**config.mk**
```make
export PLATFORM = sky130hd
export DESIGN_NAME = p405s_icu_tag_init_seq_flat
export DESIGN_NICKNAME = d
export VERILOG_FILES = /design/src/rtl/p405s_icu_tag_init_seq_pkg.sv /design/src/rtl/p405s_icu_tag_init_seq_if.sv /design/src/rtl/p405s_icu_tag_init_seq_parity.sv /design/src/rtl/p405s_icu_tag_init_seq.sv /design/src/flat_wrapper.sv
export SDC_FILE = /design/constraint.sdc
export NUM_CORES = 1
export LEC_CHECK = 0
export BUFFER_PORTS_ARGS = -buffer_cell sky130_fd_sc_hd__buf_2
export CAP_MARGIN = 20
export CORE_UTILIZATION = 50
export CTS_CLUSTER_SIZE = 20
export DETAILED_ROUTE_END_ITERATION = 10
export PLACE_DENSITY = 0.85
export SLEW_MARGIN = 5
export SYNTH_ARGS = -nofsm -noshare
export SYNTH_HDL_FRONTEND = slang
export SYNTH_SLANG_ARGS = --single-unit
```
**constraint.sdc**
```tcl
create_clock -name CB -period 3.95 [get_ports CB]
set_input_delay 0.79 -clock CB [delete_from_list [all_inputs] [get_ports CB]]
set_output_delay 0.79 -clock CB [all_outputs]
set_load 0.01 [all_outputs]
```
**src/rtl/p405s_icu_tag_init_seq_pkg.sv**
```systemverilog
// p405s_icu_tag_init_seq_pkg: shared types and constants for the ICU tag
// command stage (state encodings, tag geometry, invalidate value, flags).
package p405s_icu_tag_init_seq_pkg;

  localparam int ICU_TAG_W     = 22;
  localparam int ICU_TAG_IDX_W = 8;

  localparam logic [ICU_TAG_W-1:0] ICU_TAG_INV = 22'h0;

  typedef enum logic [1:0] {
    ICU_TIS_IDLE    = 2'd0,
    ICU_TIS_SWEEP_A = 2'd1,
    ICU_TIS_SWEEP_B = 2'd2,
    ICU_TIS_DONE    = 2'd3
  } tis_state_e;

  // Single-bit array controls and handshake pulses, registered together.
  typedef struct packed {
    logic cyc;
    logic rd;
    logic ack;
    logic gnt;
    logic busy;
    logic done;
  } tis_flags_t;

  localparam tis_flags_t TIS_FLAGS_RST = '{
    cyc:  1'b0,
    rd:   1'b1,
    ack:  1'b0,
    gnt:  1'b0,
    busy: 1'b1,
    done: 1'b0
  };

endpackage

```
**src/rtl/p405s_icu_tag_init_seq_if.sv**
```systemverilog
// p405s_icu_tag_init_seq_if: request side (invalidate, fill, lookup) and
// array command side of the tag command stage. slave = stage, master = user.
interface p405s_icu_tag_init_seq_if #(
  parameter int IDX_W = 8,
  parameter int TAG_W = 22
);

  logic             iccciReq;
  logic             fillTagWrReq;
  logic [0:IDX_W]   fillTagIndex;
  logic [0:TAG_W-1] fillTagData;
  logic             fillWayB;
  logic             lookupReq;
  logic [0:IDX_W]   lookupIndex;

  logic             tagCycle;
  logic             readWr;
  logic [0:IDX_W]   tagIndex;
  logic [0:TAG_W-1] dataIn;
  logic             dataInParityBit;
  logic [0:TAG_W]   writeTagANotB;
  logic             fillTagWrAck;
  logic             lookupGnt;
  logic             iccciBusy;
  logic             iccciDone;

  modport slave (
    input  iccciReq, fillTagWrReq, fillTagIndex,
    input  fillTagData, fillWayB,
    input  lookupReq, lookupIndex,
    output tagCycle, readWr, tagIndex, dataIn,
    output dataInParityBit, writeTagANotB,
    output fillTagWrAck, lookupGnt,
    output iccciBusy, iccciDone
  );

  modport master (
    output iccciReq, fillTagWrReq, fillTagIndex,
    output fillTagData, fillWayB,
    output lookupReq, lookupIndex,
    input  tagCycle, readWr, tagIndex, dataIn,
    input  dataInParityBit, writeTagANotB,
    input  fillTagWrAck, lookupGnt,
    input  iccciBusy, iccciDone
  );

endinterface

```
**src/rtl/p405s_icu_tag_init_seq_parity.sv**
```systemverilog
// p405s_icu_tagParityGen: even parity (XOR reduction) over a tag word.
// Ports: i_data tag word, o_par XOR of all bits.
module p405s_icu_tagParityGen #(
  parameter int W = 22
) (
  input  logic [0:W-1] i_data,
  output logic         o_par
);

  assign o_par = ^i_data;

endmodule

```
**src/rtl/p405s_icu_tag_init_seq.sv**
```systemverilog
// p405s_icu_tag_init_seq: arbitrates the ICU tag-array port between the
// invalidate sweep, fill tag writes and lookup reads; all commands registered.
// Ports: CB clock, coreReset async active-high reset, bus (slave) carrying
// the requests in and the array command, acks and sweep status out.
module p405s_icu_tag_init_seq
  import p405s_icu_tag_init_seq_pkg::*;
#(
  parameter int IDX_W = ICU_TAG_IDX_W,
  parameter int TAG_W = ICU_TAG_W
) (
  input  logic                          CB,
  input  logic                          coreReset,
  p405s_icu_tag_init_seq_if.slave       bus
);

  tis_state_e       r_state, w_state_n;
  logic [IDX_W-1:0] r_cnt, w_cnt_n;
  tis_flags_t       r_flg, w_flg_n;
  logic [0:IDX_W]   r_idx, w_idx_n;
  logic [0:TAG_W-1] r_data, w_data_n;
  logic [0:TAG_W]   r_wsel, w_wsel_n;
  logic             w_par;

  always_ff @(posedge CB or posedge coreReset) begin
    if (coreReset) begin
      r_state <= ICU_TIS_SWEEP_A;
      r_cnt   <= '0;
      r_flg   <= TIS_FLAGS_RST;
      r_idx   <= '0;
      r_data  <= '0;
      r_wsel  <= '1;
    end else begin
      r_state <= w_state_n;
      r_cnt   <= w_cnt_n;
      r_flg   <= w_flg_n;
      r_idx   <= w_idx_n;
      r_data  <= w_data_n;
      r_wsel  <= w_wsel_n;
    end
  end

  // Default is "no command": read polarity, all bit-writes masked.
  always_comb begin
    w_state_n = r_state;
    w_cnt_n   = r_cnt;
    w_flg_n   = TIS_FLAGS_RST;
    w_idx_n   = '0;
    w_data_n  = '0;
    w_wsel_n  = '1;
    unique case (r_state)
      ICU_TIS_SWEEP_A: begin
        w_flg_n.cyc = 1'b1;
        w_flg_n.rd  = 1'b0;
        w_idx_n     = {1'b0, r_cnt};
        w_data_n    = TAG_W'(ICU_TAG_INV);
        w_wsel_n    = '0;
        w_state_n   = ICU_TIS_SWEEP_B;
      end
      ICU_TIS_SWEEP_B: begin
        w_flg_n.cyc = 1'b1;
        w_flg_n.rd  = 1'b0;
        w_idx_n     = {1'b0, r_cnt};
        w_data_n    = TAG_W'(ICU_TAG_INV);
        w_wsel_n    = '1;
        if (&r_cnt) begin
          w_state_n = ICU_TIS_DONE;
        end else begin
          w_cnt_n   = r_cnt + IDX_W'(1);
          w_state_n = ICU_TIS_SWEEP_A;
        end
      end
      ICU_TIS_DONE: begin
        w_flg_n.done = 1'b1;
        w_state_n    = ICU_TIS_IDLE;
      end
      ICU_TIS_IDLE: begin
        w_flg_n.busy = 1'b0;
        priority case (1'b1)
          bus.iccciReq: begin
            w_cnt_n      = '0;
            w_flg_n.busy = 1'b1;
            w_state_n    = ICU_TIS_SWEEP_A;
          end
          bus.fillTagWrReq: begin
            w_flg_n.cyc = 1'b1;
            w_flg_n.rd  = 1'b0;
            w_flg_n.ack = 1'b1;
            w_idx_n     = bus.fillTagIndex;
            w_data_n    = bus.fillTagData;
            w_wsel_n    = {(TAG_W+1){bus.fillWayB}};
          end
          bus.lookupReq: begin
            w_flg_n.cyc = 1'b1;
            w_flg_n.gnt = 1'b1;
            w_idx_n     = bus.lookupIndex;
          end
          default: ;
        endcase
      end
    endcase
  end

  // Parity taken from the data register so both leave together.
  p405s_icu_tagParityGen #(
    .W (TAG_W)
  ) u_par (
    .i_data (r_data),
    .o_par  (w_par)
  );

  assign bus.tagCycle        = r_flg.cyc;
  assign bus.readWr          = r_flg.rd;
  assign bus.tagIndex        = r_idx;
  assign bus.dataIn          = r_data;
  assign bus.dataInParityBit = w_par;
  assign bus.writeTagANotB   = r_wsel;
  assign bus.fillTagWrAck    = r_flg.ack;
  assign bus.lookupGnt       = r_flg.gnt;
  assign bus.iccciBusy       = r_flg.busy;
  assign bus.iccciDone       = r_flg.done;

endmodule

```
**src/flat_wrapper.sv**
```systemverilog
// flat-port wrapper written by rule: the top's interface ports become plain ports
module p405s_icu_tag_init_seq_flat import p405s_icu_tag_init_seq_pkg::*;
#(
  parameter int IDX_W = ICU_TAG_IDX_W,
  parameter int TAG_W = ICU_TAG_W
)
  (CB, coreReset, bus_iccciReq, bus_fillTagWrReq, bus_fillTagIndex, bus_fillTagData, bus_fillWayB, bus_lookupReq, bus_lookupIndex, bus_tagCycle, bus_readWr, bus_tagIndex, bus_dataIn, bus_dataInParityBit, bus_writeTagANotB, bus_fillTagWrAck, bus_lookupGnt, bus_iccciBusy, bus_iccciDone);
  p405s_icu_tag_init_seq_if #(.IDX_W(IDX_W), .TAG_W(TAG_W)) bus_i ();
  input  logic CB;
  input  logic coreReset;
  input wire logic [$bits(bus_i.iccciReq)-1:0] bus_iccciReq;
  input wire logic [$bits(bus_i.fillTagWrReq)-1:0] bus_fillTagWrReq;
  input wire logic [$bits(bus_i.fillTagIndex)-1:0] bus_fillTagIndex;
  input wire logic [$bits(bus_i.fillTagData)-1:0] bus_fillTagData;
  input wire logic [$bits(bus_i.fillWayB)-1:0] bus_fillWayB;
  input wire logic [$bits(bus_i.lookupReq)-1:0] bus_lookupReq;
  input wire logic [$bits(bus_i.lookupIndex)-1:0] bus_lookupIndex;
  output wire logic [$bits(bus_i.tagCycle)-1:0] bus_tagCycle;
  output wire logic [$bits(bus_i.readWr)-1:0] bus_readWr;
  output wire logic [$bits(bus_i.tagIndex)-1:0] bus_tagIndex;
  output wire logic [$bits(bus_i.dataIn)-1:0] bus_dataIn;
  output wire logic [$bits(bus_i.dataInParityBit)-1:0] bus_dataInParityBit;
  output wire logic [$bits(bus_i.writeTagANotB)-1:0] bus_writeTagANotB;
  output wire logic [$bits(bus_i.fillTagWrAck)-1:0] bus_fillTagWrAck;
  output wire logic [$bits(bus_i.lookupGnt)-1:0] bus_lookupGnt;
  output wire logic [$bits(bus_i.iccciBusy)-1:0] bus_iccciBusy;
  output wire logic [$bits(bus_i.iccciDone)-1:0] bus_iccciDone;
  assign bus_i.iccciReq = bus_iccciReq;
  assign bus_i.fillTagWrReq = bus_fillTagWrReq;
  assign bus_i.fillTagIndex = bus_fillTagIndex;
  assign bus_i.fillTagData = bus_fillTagData;
  assign bus_i.fillWayB = bus_fillWayB;
  assign bus_i.lookupReq = bus_lookupReq;
  assign bus_i.lookupIndex = bus_lookupIndex;
  assign bus_tagCycle = bus_i.tagCycle;
  assign bus_readWr = bus_i.readWr;
  assign bus_tagIndex = bus_i.tagIndex;
  assign bus_dataIn = bus_i.dataIn;
  assign bus_dataInParityBit = bus_i.dataInParityBit;
  assign bus_writeTagANotB = bus_i.writeTagANotB;
  assign bus_fillTagWrAck = bus_i.fillTagWrAck;
  assign bus_lookupGnt = bus_i.lookupGnt;
  assign bus_iccciBusy = bus_i.iccciBusy;
  assign bus_iccciDone = bus_i.iccciDone;
  p405s_icu_tag_init_seq #(.IDX_W(IDX_W), .TAG_W(TAG_W)) u_core (.CB(CB), .coreReset(coreReset), .bus(bus_i));
endmodule
```
Yosys cells after proc, flatten, opt, wreduce, memory -nomap -nowiden:

Index checks and enable logic that the tools add are counted.
Widths: inputs -> output; s select.

* bits in registers: 70
* latch bits: 0
* bits in writable memories: 0
* memory bits (read-only): 0
* bits of input ports: 46
* output and inout bits: 61
* word-level logic and storage cells: 50
* memories: 0

* add/sub/neg operators: 1
* multiply operators: 0
* divide/modulo/power cells: 0
* magnitude comparators: 0
* equality and inequality tests: 5
* shifts and indexed selects: 0
* multiplexer cells: 27
* bitwise logic cells: 0
* reductions and logical operators: 6

Operators with widths (number)
* $mux 22: 3
* $mux 23: 2
* $pmux 23 s2: 1
* $mux 9: 3
* $reduce_xor 22->1: 1
* $pmux 9 s2: 1
* $mux 8: 2
* $pmux 8 s2: 1
* $add 8x1->8 const B: 1
* $mux 2: 4
* $pmux 2 s4: 1
* $reduce_and 8->1: 1
* $mux 1: 7
* $eq 2x2->1 const B: 2
* $ne 2x2->1 const B: 2
* $pmux 2 s2: 1
* $mux 3: 1
* $reduce_and 3->1: 1
* $eq 2x1->1 const B: 1
* $logic_not 2->1: 1
* $reduce_bool 2->1: 1
* $reduce_or 2->1: 1

Longest topological paths before layout:

Gate-level depths: netlist of the first run.

* depth in word-level cells: 4
* depth in mapped cells: 8

Cells and area by module:

A second synthesis of the first run with hierarchy kept.

* cells, all modules: 204
* area total of the unflattened synthesis: 2313.5 µm²

By module, submodules not included
* p405s_icu_tag_init_seq: times used 1, cells each 184, area an instance 2124.5 µm²
* p405s_icu_tagParityGen: times used 1, cells each 20, area an instance 188.9 µm²

Worst setup path before layout of the first run:

No wires, ideal clock.

* path type: reg-to-output
* start: register u_core.r_data, in the netlist u_core.bus.dataIn[13]
* end: output bus_dataInParityBit
* arrival: 1.312 ns
* required time: 3.160 ns
* setup slack: 1.848 ns
* stages on the path, launching flop included: 5
* buffers on the path: 0
* cell sequence: dfrtp_1 -> xnor2_1 -> xnor2_1 -> xnor2_1 -> xnor3_1

* cells in the longest elaborated chain, start to end: 1

Ends and longest elaborated chain
* start: declaration: line p405s_icu_tag_init_seq.sv:20 `logic [0:TAG_W-1] r_data, w_data_n;`
* start signal: assignment: line p405s_icu_tag_init_seq.sv:37 `r_data <= w_data_n;`
* $reduce_xor 22->1: line p405s_icu_tag_init_seq_parity.sv:10 `assign o_par = ^i_data;`
* end: declaration: line flat_wrapper.sv:22 `output wire logic [$bits(bus_i.dataInParityBit)-1:0] bus_dataInParityBit;`

No other way between the ends.

Final worst setup path of the first run:

* start: register u_core.r_data, in the netlist u_core.bus.dataIn[7]
* end: output bus_dataInParityBit

Same word-level chain as after synthesis.

==> results.py, run 1 <==
metrics = {
    "outcome": {
        "run_status": "finished clean",
    },
    "logic_synthesis": {
        "seq_area_frac_synth_pct": 52.9,
        "postSynthAreaPerCell_sq_um": 11.1,
        "ys_warn_count": 0,
        "synth_top_area_share_pct": 48.3,
        "synth_commonest_cells": "dfrtp_1, buf_4, and3_1",
        "synth_edf_count": 0,
        "synth_compound_area_share_pct": 10.3,
        "ys_types": 34,
        "yosysMostFrequentCell": "dfrtp_1",
        "async_flop_share_pct": 100,
        "syn_area_sq_um": 2280,
        "yosys.area_share.simple_pct": 13.0,
        "synth.area.mux_share_pct": 1.32,
        "ys.flop_type": "dfrtp_1",
        "synth_top_family_by_area": "simple AND/OR/NAND/NOR gates",
        "synth-seq-cells": 48,
        "synth_top_area_cell": "dfrtp_1",
        "synthTopCellsByArea": "dfrtp_1, buf_4, xnor2_1",
        "netlist_instances": 206,
        "synthAdderAreaFrac_pct": 3.29,
        "synth-xor-area-share_pct": 8.29,
        "syn-num-nets": 258,
    },
    "clock_tree": {
        "clock_path_buffers": 2,
        "cts_tree": "done",
        "cts_inserted_buffers": 5,
        "cts_hold_buf": 0,
        "clkSinkCount": 48,
        "h-tree-depth": 2,
        "path_clk_slew_ns": 0.08,
        "cts_resized": 0,
        "cts-root-buf": "clkbuf_8",
        "cts_post_setup_buffers_inserted": 0,
        "insertion_delay_ns": 0.30,
    },
    "final_layout": {
        "area_growth_pct": 21.5,
        "seqCellArea_sq_um": 1210,
        "final_cells": 340,
        "fill_cells": 355,
        "final_nets": 339,
        "multiInputGateArea_sq_um": 825,
        "final_cell_area_sq_um": 2770,
        "diodes": 0,
        "drive_above_1_share_pct": 41.3,
    },
    "critical_path": {
        "setup.worst_path.start": "u_core.bus.dataIn[7]",
        "cp.required_ns": 3.16,
        "r2r-start": "u_core.r_state[0]",
        "cp_slowest_cell": "dfrtp_1",
        "worst-path-stages": 5,
        "ff2ff_path_depth": 7,
        "path_class": "reg2out",
        "crit_end": "bus_dataInParityBit",
        "startpoint_type": "register",
        "crit_family": "XOR/XNOR gates",
        "crit_chain": "xor2_1, xnor2_1, xnor2_1, xnor3_1, buf_2",
        "reg2reg_slack_ns": 1.70,
        "slowest_delay_ns": 0.40,
        "worst-path-buf-inv": 1,
        "crit_path_end_kind": "output port",
        "critPathMostFrequentCell": "xnor2_1",
        "critPathMaxFanout": 2,
        "arrival_ns": 1.78,
        "r2r_end": "u_core.bus.tagIndex[5]",
    },
    "placement": {
        "gp_congestion": 0.827,
        "place_area_sq_um": 2660,
        "dp_hpwl_mm": 3.65,
        "post-place-ws_ns": 1.69,
        "io_buffer_count": 106,
        "dp_cells": 331,
    },
    "detailed_routing": {
        "wirelength_mm": 5.01,
        "drcViolationCount": 0,
        "first_pass_iters": 6,
        "via_per_inst": 5.26,
        "vias": 1788,
        "ant_nets": 0,
        "wl_per_cell_um": 14.7,
        "drt_iter0_drc": 160,
    },
    "global_route": {
        "busiest_layer": "met2",
        "met3_usage_pct": 4.22,
        "grt_max_degree": 49,
        "met1_usage_pct": 26.5,
        "grt_overflow": 0,
        "grt_pass1_vias": 1702,
        "grt_use_met2_pct": 35.6,
        "grt_pass1_wl_mm": 8.00,
        "antenna_found_initial": 0,
        "grt_usage_pct": 21.2,
    },
    "timing": {
        "finalWorstSetupSlack_ns": 1.38,
        "setup_viol": 0,
        "max_freq_mhz": 389,
        "tightest_slew_ns": 0.511,
        "period_share_pct": 65.1,
        "slew_headroom_pct": 65.9,
        "rsz0062_at_grt": "false",
        "finalClockSkew_ns": 0.00486,
        "hold_violations": 0,
        "drv_slew": 0,
        "setup_tns_ns": 0,
        "min_period_ns": 2.57,
    },
    "floorplan": {
        "coreArea_sq_um": 4350,
        "pin_count": 107,
        "die_w_um": 69.5,
        "die_h_um": 69.5,
        "dieArea_sq_um": 4830,
        "row_count": 24,
        "start_util_pct": 52.3,
    },
    "power": {
        "power.total_mw": 1.82,
        "p_leak_nw": 1.56,
        "vdd_drop_max_mv": 0.315,
        "p_per_area_nw_per_um2": 658,
    },
    "run": {
        "cap_violations": 0,
    },
    "hold_path": {
        "hp-class": "in2async",
    },
}
## worst reg2reg max path: stages (launching register included)
cell and delay [ns]:
dfstp_2 0.57, inv_1 0.07, ha_1 0.32, nor2b_1 0.18
buf_4 0.20, and3b_1 0.31, a222oi_1 0.39, nor2_1 0.08
## area by class of cell
class                   instances  share of cell area [%]
inverters                       7                   0.949
well taps                      52                    2.35
flip-flops and latches         48                    43.6
multi-input cells             117                    29.8
clock inverters                 1                   0.181
repair buffers                108                    20.4
clock buffers                   7                    2.76
## where the power goes
part	switching (mW)	leakage (nW)	internal, mW	total (mW)
Combinational	0.449	0.892	0.374	0.823
Clock	0.155	0.0422	0.124	0.279
Sequential	0.0967	0.623	0.625	0.722
## per-stage QoR
| stage | hold slack [ns] | util (%) |
|---|---|---|
| finish | 0.515 | 63.6 |
| global placement | 0.526 | 61.1 |
| detailed placement | 0.546 | 61.1 |
| floorplan | 0.495 | - |
| CTS | 0.565 | 63.0 |
| global route | 0.540 | 63.6 |
## registers in the layout, indices dropped and copies added (netlist names)
name,count
u_core.bus.tagIndex,9
u_core.bus.readWr,1
u_core.r_state,2
u_core.bus.fillTagWrAck,1
u_core.bus.writeTagANotB,1
u_core.bus.tagCycle,1
u_core.bus.iccciBusy,1
u_core.bus.lookupGnt,1
u_core.bus.dataIn,22
u_core.r_cnt,8
u_core.bus.iccciDone,1
## layer usage
layer,routed length [um],part of all wire (%),vias to the layer above
li1,-,-,846
met1,1970,39,852
met2,2630,52,79
met3,305,6.1,11
met4,99,2.0,0
met5,0,0,-
## cells by family (layout without fill, tap and decap cells)
logic type	Yosys count	after routing
mux	3	3
flops	48	48
buf+inv	41	123
simple gates	56	56
xor+xnor	20	20
fa+ha+maj	6	6
compound gates	32	32
## worst min path at each step
stage                      endpoint  depth (start not counted)  slack, ns
2_1_floorplan       u_core.r_cnt[1]                          2       0.50
3_3_place_gp        u_core.r_cnt[1]                          2       0.53
3_5_place_dp        u_core.r_cnt[1]                          2       0.55
4_1_cts           u_core.r_state[0]                          2       0.56
5_1_grt        u_core.bus.dataIn[7]                          2       0.54
6_report       u_core.bus.dataIn[5]                          2       0.52
## layout by cell type, fill, tap and decap left out, types with 3 or more instances in the layout
| cell | count |
|---|---|
| a222oi_1 | 8 |
| nor2_1 | 13 |
| and3_1 | 23 |
| dfrtp_1 | 44 |
| mux2i_1 | 3 |
| o21ai_0 | 8 |
| xnor2_1 | 17 |
| inv_1 | 6 |
| nand3_1 | 3 |
| clkbuf_8 | 5 |
| buf_2 | 106 |
| a22o_1 | 3 |
| dfstp_2 | 4 |
| a21oi_1 | 6 |
| nand2_1 | 9 |
| ha_1 | 6 |
No activity file was read; power rests on OpenSTA's default activity.
==> run 2, diff against run 1 <==
--- a/config.mk
+++ b/config.mk
@@ -5,12 +5,13 @@
 export SDC_FILE = /design/constraint.sdc
 export NUM_CORES = 1
 export LEC_CHECK = 0
+export ABC_AREA = 1
 export BUFFER_PORTS_ARGS = -buffer_cell sky130_fd_sc_hd__buf_2
 export CAP_MARGIN = 20
-export CORE_UTILIZATION = 50
+export CORE_UTILIZATION = 44
 export CTS_CLUSTER_SIZE = 20
 export DETAILED_ROUTE_END_ITERATION = 10
-export PLACE_DENSITY = 0.85
+export PLACE_DENSITY = 0.77
 export SLEW_MARGIN = 5
 export SYNTH_ARGS = -nofsm -noshare
 export SYNTH_HDL_FRONTEND = slang
==> constraint.sdc (replaced) <==
create_clock -name CB -period 2.2 [get_ports CB]
set_input_delay 0.44 -clock CB [delete_from_list [all_inputs] [get_ports CB]]
set_output_delay 0.44 -clock CB [all_outputs]
set_load 0.01 [all_outputs]
==> run 2 against run 1 <==
  * Global-route usage fell by 2.2 points
  * Critical endpoint unchanged
  * Sequential cell count did not move
  * Sequential power up 68%
  * Critical path depth grew 7
  * Power increased by 78%
  * Largest power group unchanged
  * Setup slack lost 1.2 ns
  * Non-clock buffer count grew 1
  * Synthesized area is 14% higher
  * Critical path type unchanged
==> results.py, run 2 <==
metrics = {
    "final_layout": {
        "final_nets": 478,
        "diodes": 0,
        "area_growth_pct": 22.3,
        "largest_reg_flops": 22,
        "utilization_pct": 56.9,
        "final_cell_mix": "buf_2, nand2_1, inv_1",
        "final_common_cell": "buf_2",
        "drive_above_1_share_pct": 31.6,
    },
    "timing": {
        "min_period_ns": 2.06,
        "whs_ns": 0.145,
        "hold_violations": 0,
        "tightest_slew_ns": 0.484,
        "drv_slew": 0,
        "period_share_pct": 93.6,
        "slew_headroom_pct": 67.7,
        "max_freq_mhz": 486,
        "setup_viol": 0,
        "finalClockSkew_ns": 0.00858,
    },
    "critical_path": {
        "worst-path-buf-inv": 3,
        "critPathMostFrequentCell": "nand2_1",
        "crit_chain": "nand2_1, inv_1, nor2_1, nand2_2, nand2_2, nand2_1, nand3_1, nand2_1, inv_1, nand2_1, nand2_1, buf_2",
        "arrival_ns": 1.62,
        "critPathMaxFanout": 4,
        "path_class": "reg2out",
        "startpoint_type": "register",
        "cp.required_ns": 1.76,
        "slowest_delay_ns": 0.41,
        "cp_slowest_cell": "dfrtp_1",
        "crit_family": "simple AND/OR/NAND/NOR gates",
        "crit_path_end_kind": "output port",
    },
    "placement": {
        "io_buffer_count": 106,
        "gp_congestion": 0.934,
        "dp_hpwl_mm": 4.59,
    },
    "logic_synthesis": {
        "syn-num-nets": 388,
        "synth_top_area_cell": "dfrtp_1",
        "ys_types": 31,
        "yosysMostFrequentCell": "nand2_1",
        "postSynthAreaPerCell_sq_um": 7.76,
        "ys.flop_type": "dfrtp_1",
        "synth_commonest_cells": "nand2_1, inv_1, dfrtp_1",
        "synthTopCellsByArea": "dfrtp_1, nand2_1, inv_1",
        "netlist_instances": 336,
        "syn_area_sq_um": 2610,
        "async_flop_share_pct": 100,
        "synth_top_area_share_pct": 42.2,
        "synth_edf_count": 0,
        "ys_warn_count": 0,
        "seq_area_frac_synth_pct": 46.3,
        "synth-seq-cells": 48,
    },
    "floorplan": {
        "coreArea_sq_um": 5610,
        "pin_count": 107,
        "start_util_pct": 46.5,
        "dieArea_sq_um": 6240,
        "row_count": 27,
        "die_w_um": 79.0,
        "die_h_um": 79.0,
    },
    "global_route": {
        "busiest_layer": "met2",
        "grt_overflow": 0,
        "grt_pass1_vias": 2195,
        "met3_usage_pct": 4.48,
        "grt_usage_pct": 19.0,
        "met1_usage_pct": 21.9,
        "grt_use_met2_pct": 33.4,
        "grt_pass1_wl_mm": 9.21,
        "grt_max_degree": 25,
        "antenna_found_initial": 0,
    },
    "outcome": {
        "run_status": "finished clean",
    },
    "power": {
        "switching_share_pct": 39.8,
        "pwr-share-clk_pct": 20.6,
        "p_seq_share_pct": 37.4,
        "vdd_drop_max_mv": 0.406,
        "p_leak_nw": 1.89,
        "p_per_area_nw_per_um2": 1020,
        "p_int_mw": 1.96,
        "p_sw_mw": 1.29,
        "combPwrFrac_pct": 42.0,
    },
    "detailed_routing": {
        "vias": 2339,
        "wirelength_mm": 5.77,
        "drcViolationCount": 0,
        "wl_per_cell_um": 11.6,
        "via_per_inst": 4.69,
        "first_pass_iters": 4,
        "drt_iter0_drc": 104,
        "ant_nets": 0,
    },
    "clock_tree": {
        "cts_inserted_buffers": 5,
        "clock_path_buffers": 2,
        "cts-root-buf": "clkbuf_8",
        "insertion_delay_ns": 0.30,
        "path_clk_slew_ns": 0.09,
        "clkSinkCount": 48,
        "cts_tree": "done",
        "h-tree-depth": 2,
        "cts_hold_buf": 0,
    },
    "hold_path": {
        "hp-class": "in2async",
    },
    "run": {
        "cap_violations": 0,
    },
}
[run 2: cell count changes after synthesis, sizes merged, moves of 3 or more]
cell    previous run  this run
mux2i              3         0
inv                7        54
a222oi             8         0
a21oi              6        11
xnor2             17         6
buf               28        24
and3              23         0
nor2              13        38
a31oi              0         4
nand3              3        13
nand2              9       103
clkbuf             6         2
a22o               3         0
[run 2: final cells by class]
class	count	area, sq um
clock inverter	2	38.8
tap	72	90.1
inverter	54	203
fill	531	2420
multi-input combinational	208	1020
clock buffer	6	82.6
sequential	48	1210
timing repair buffer	109	553
[run 2: metrics by stage]
| step | cell area [sq um] | std cells | worst slack [ns] | TNS [ns] | total power [mW] |
|---|---|---|---|---|---|
| 2_1_floorplan | 2610 | 336 | 0.550 | 0 | 2.30 |
| 3_3_place_gp | 3060 | 491 | 0.426 | 0 | 2.55 |
| 3_5_place_dp | 3060 | 491 | 0.363 | 0 | 2.59 |
| 4_1_cts | 3180 | 499 | 0.124 | 0 | 3.27 |
| 5_1_grt | 3190 | 499 | -0.000829 | -0.000829 | 3.50 |
| 6_report | 3190 | 499 | 0.142 | 0 | 3.25 |
[run 2: per-layer routing]
| metal | up-vias | wire length, um |
|---|---|---|
| met1 | 1077 | 2470 |
| li1 | 1175 | - |
| met2 | 74 | 2820 |
| met5 | - | 0 |
| met3 | 13 | 356 |
| met4 | 0 | 120 |
[run 2: final timing paths]
check	from	endpoint	slack [ns]	cells past startpoint
min in group CB	bus_fillTagData[4]	u_core.bus.dataIn[17]	0.34	3
max in group asynchronous	coreReset	u_core.bus.dataIn[4]	1.50	3
worst min-delay path	coreReset	u_core.bus.tagIndex[0]	0.14	2
worst min register to register	u_core.r_state[0]	u_core.r_state[0]	0.56	2
worst max register to register	u_core.r_state[0]	u_core.r_cnt[0]	0.35	8
worst max-delay path	u_core.bus.dataIn[5]	bus_dataInParityBit	0.14	12
[run 2: cells by family (layout without fill, tap and decap cells)]
| logic type | after synthesis | count (layout) | synth area share, % |
|---|---|---|---|
| adder cells (fa/ha/maj) | 6 | 6 | 2.88 |
| AND/OR/NAND/NOR | 162 | 162 | 26.2 |
| flip-flops | 48 | 48 | 46.3 |
| buffers and inverters | 80 | 171 | 15.0 |
| AO/OA/AOI/OAI | 30 | 30 | 6.33 |
| XOR/XNOR | 10 | 10 | 3.36 |
[run 2: timing repair]
| item | CTS | global route |
|---|---|---|
| resized for setup | 0 | 2 |
| setup endpoints to repair | 0 | 1 |
| buffers inserted | 0 | 0 |
[run 2: power groups by stage]
| stage | clock [mW] | sequential [mW] | combinational (mW) |
|---|---|---|---|
| 3_5_place_dp | 0 | 1.23 | 1.36 |
| 6_report | 0.670 | 1.21 | 1.36 |
| 5_1_grt | 0.728 | 1.24 | 1.53 |
| 2_1_floorplan | 0 | 1.28 | 1.02 |
| 4_1_cts | 0.686 | 1.21 | 1.37 |
| 3_3_place_gp | 0 | 1.22 | 1.33 |
[run 2: worst register-to-register path: stages (launching register included)]
cell	delay (ns)
dfstp_2	0.57
inv_1	0.07
ha_1	0.25
inv_2	0.21
nor2_8	0.06
nor2_1	0.15
nand2_2	0.21
a21oi_1	0.18
a21oi_1	0.05
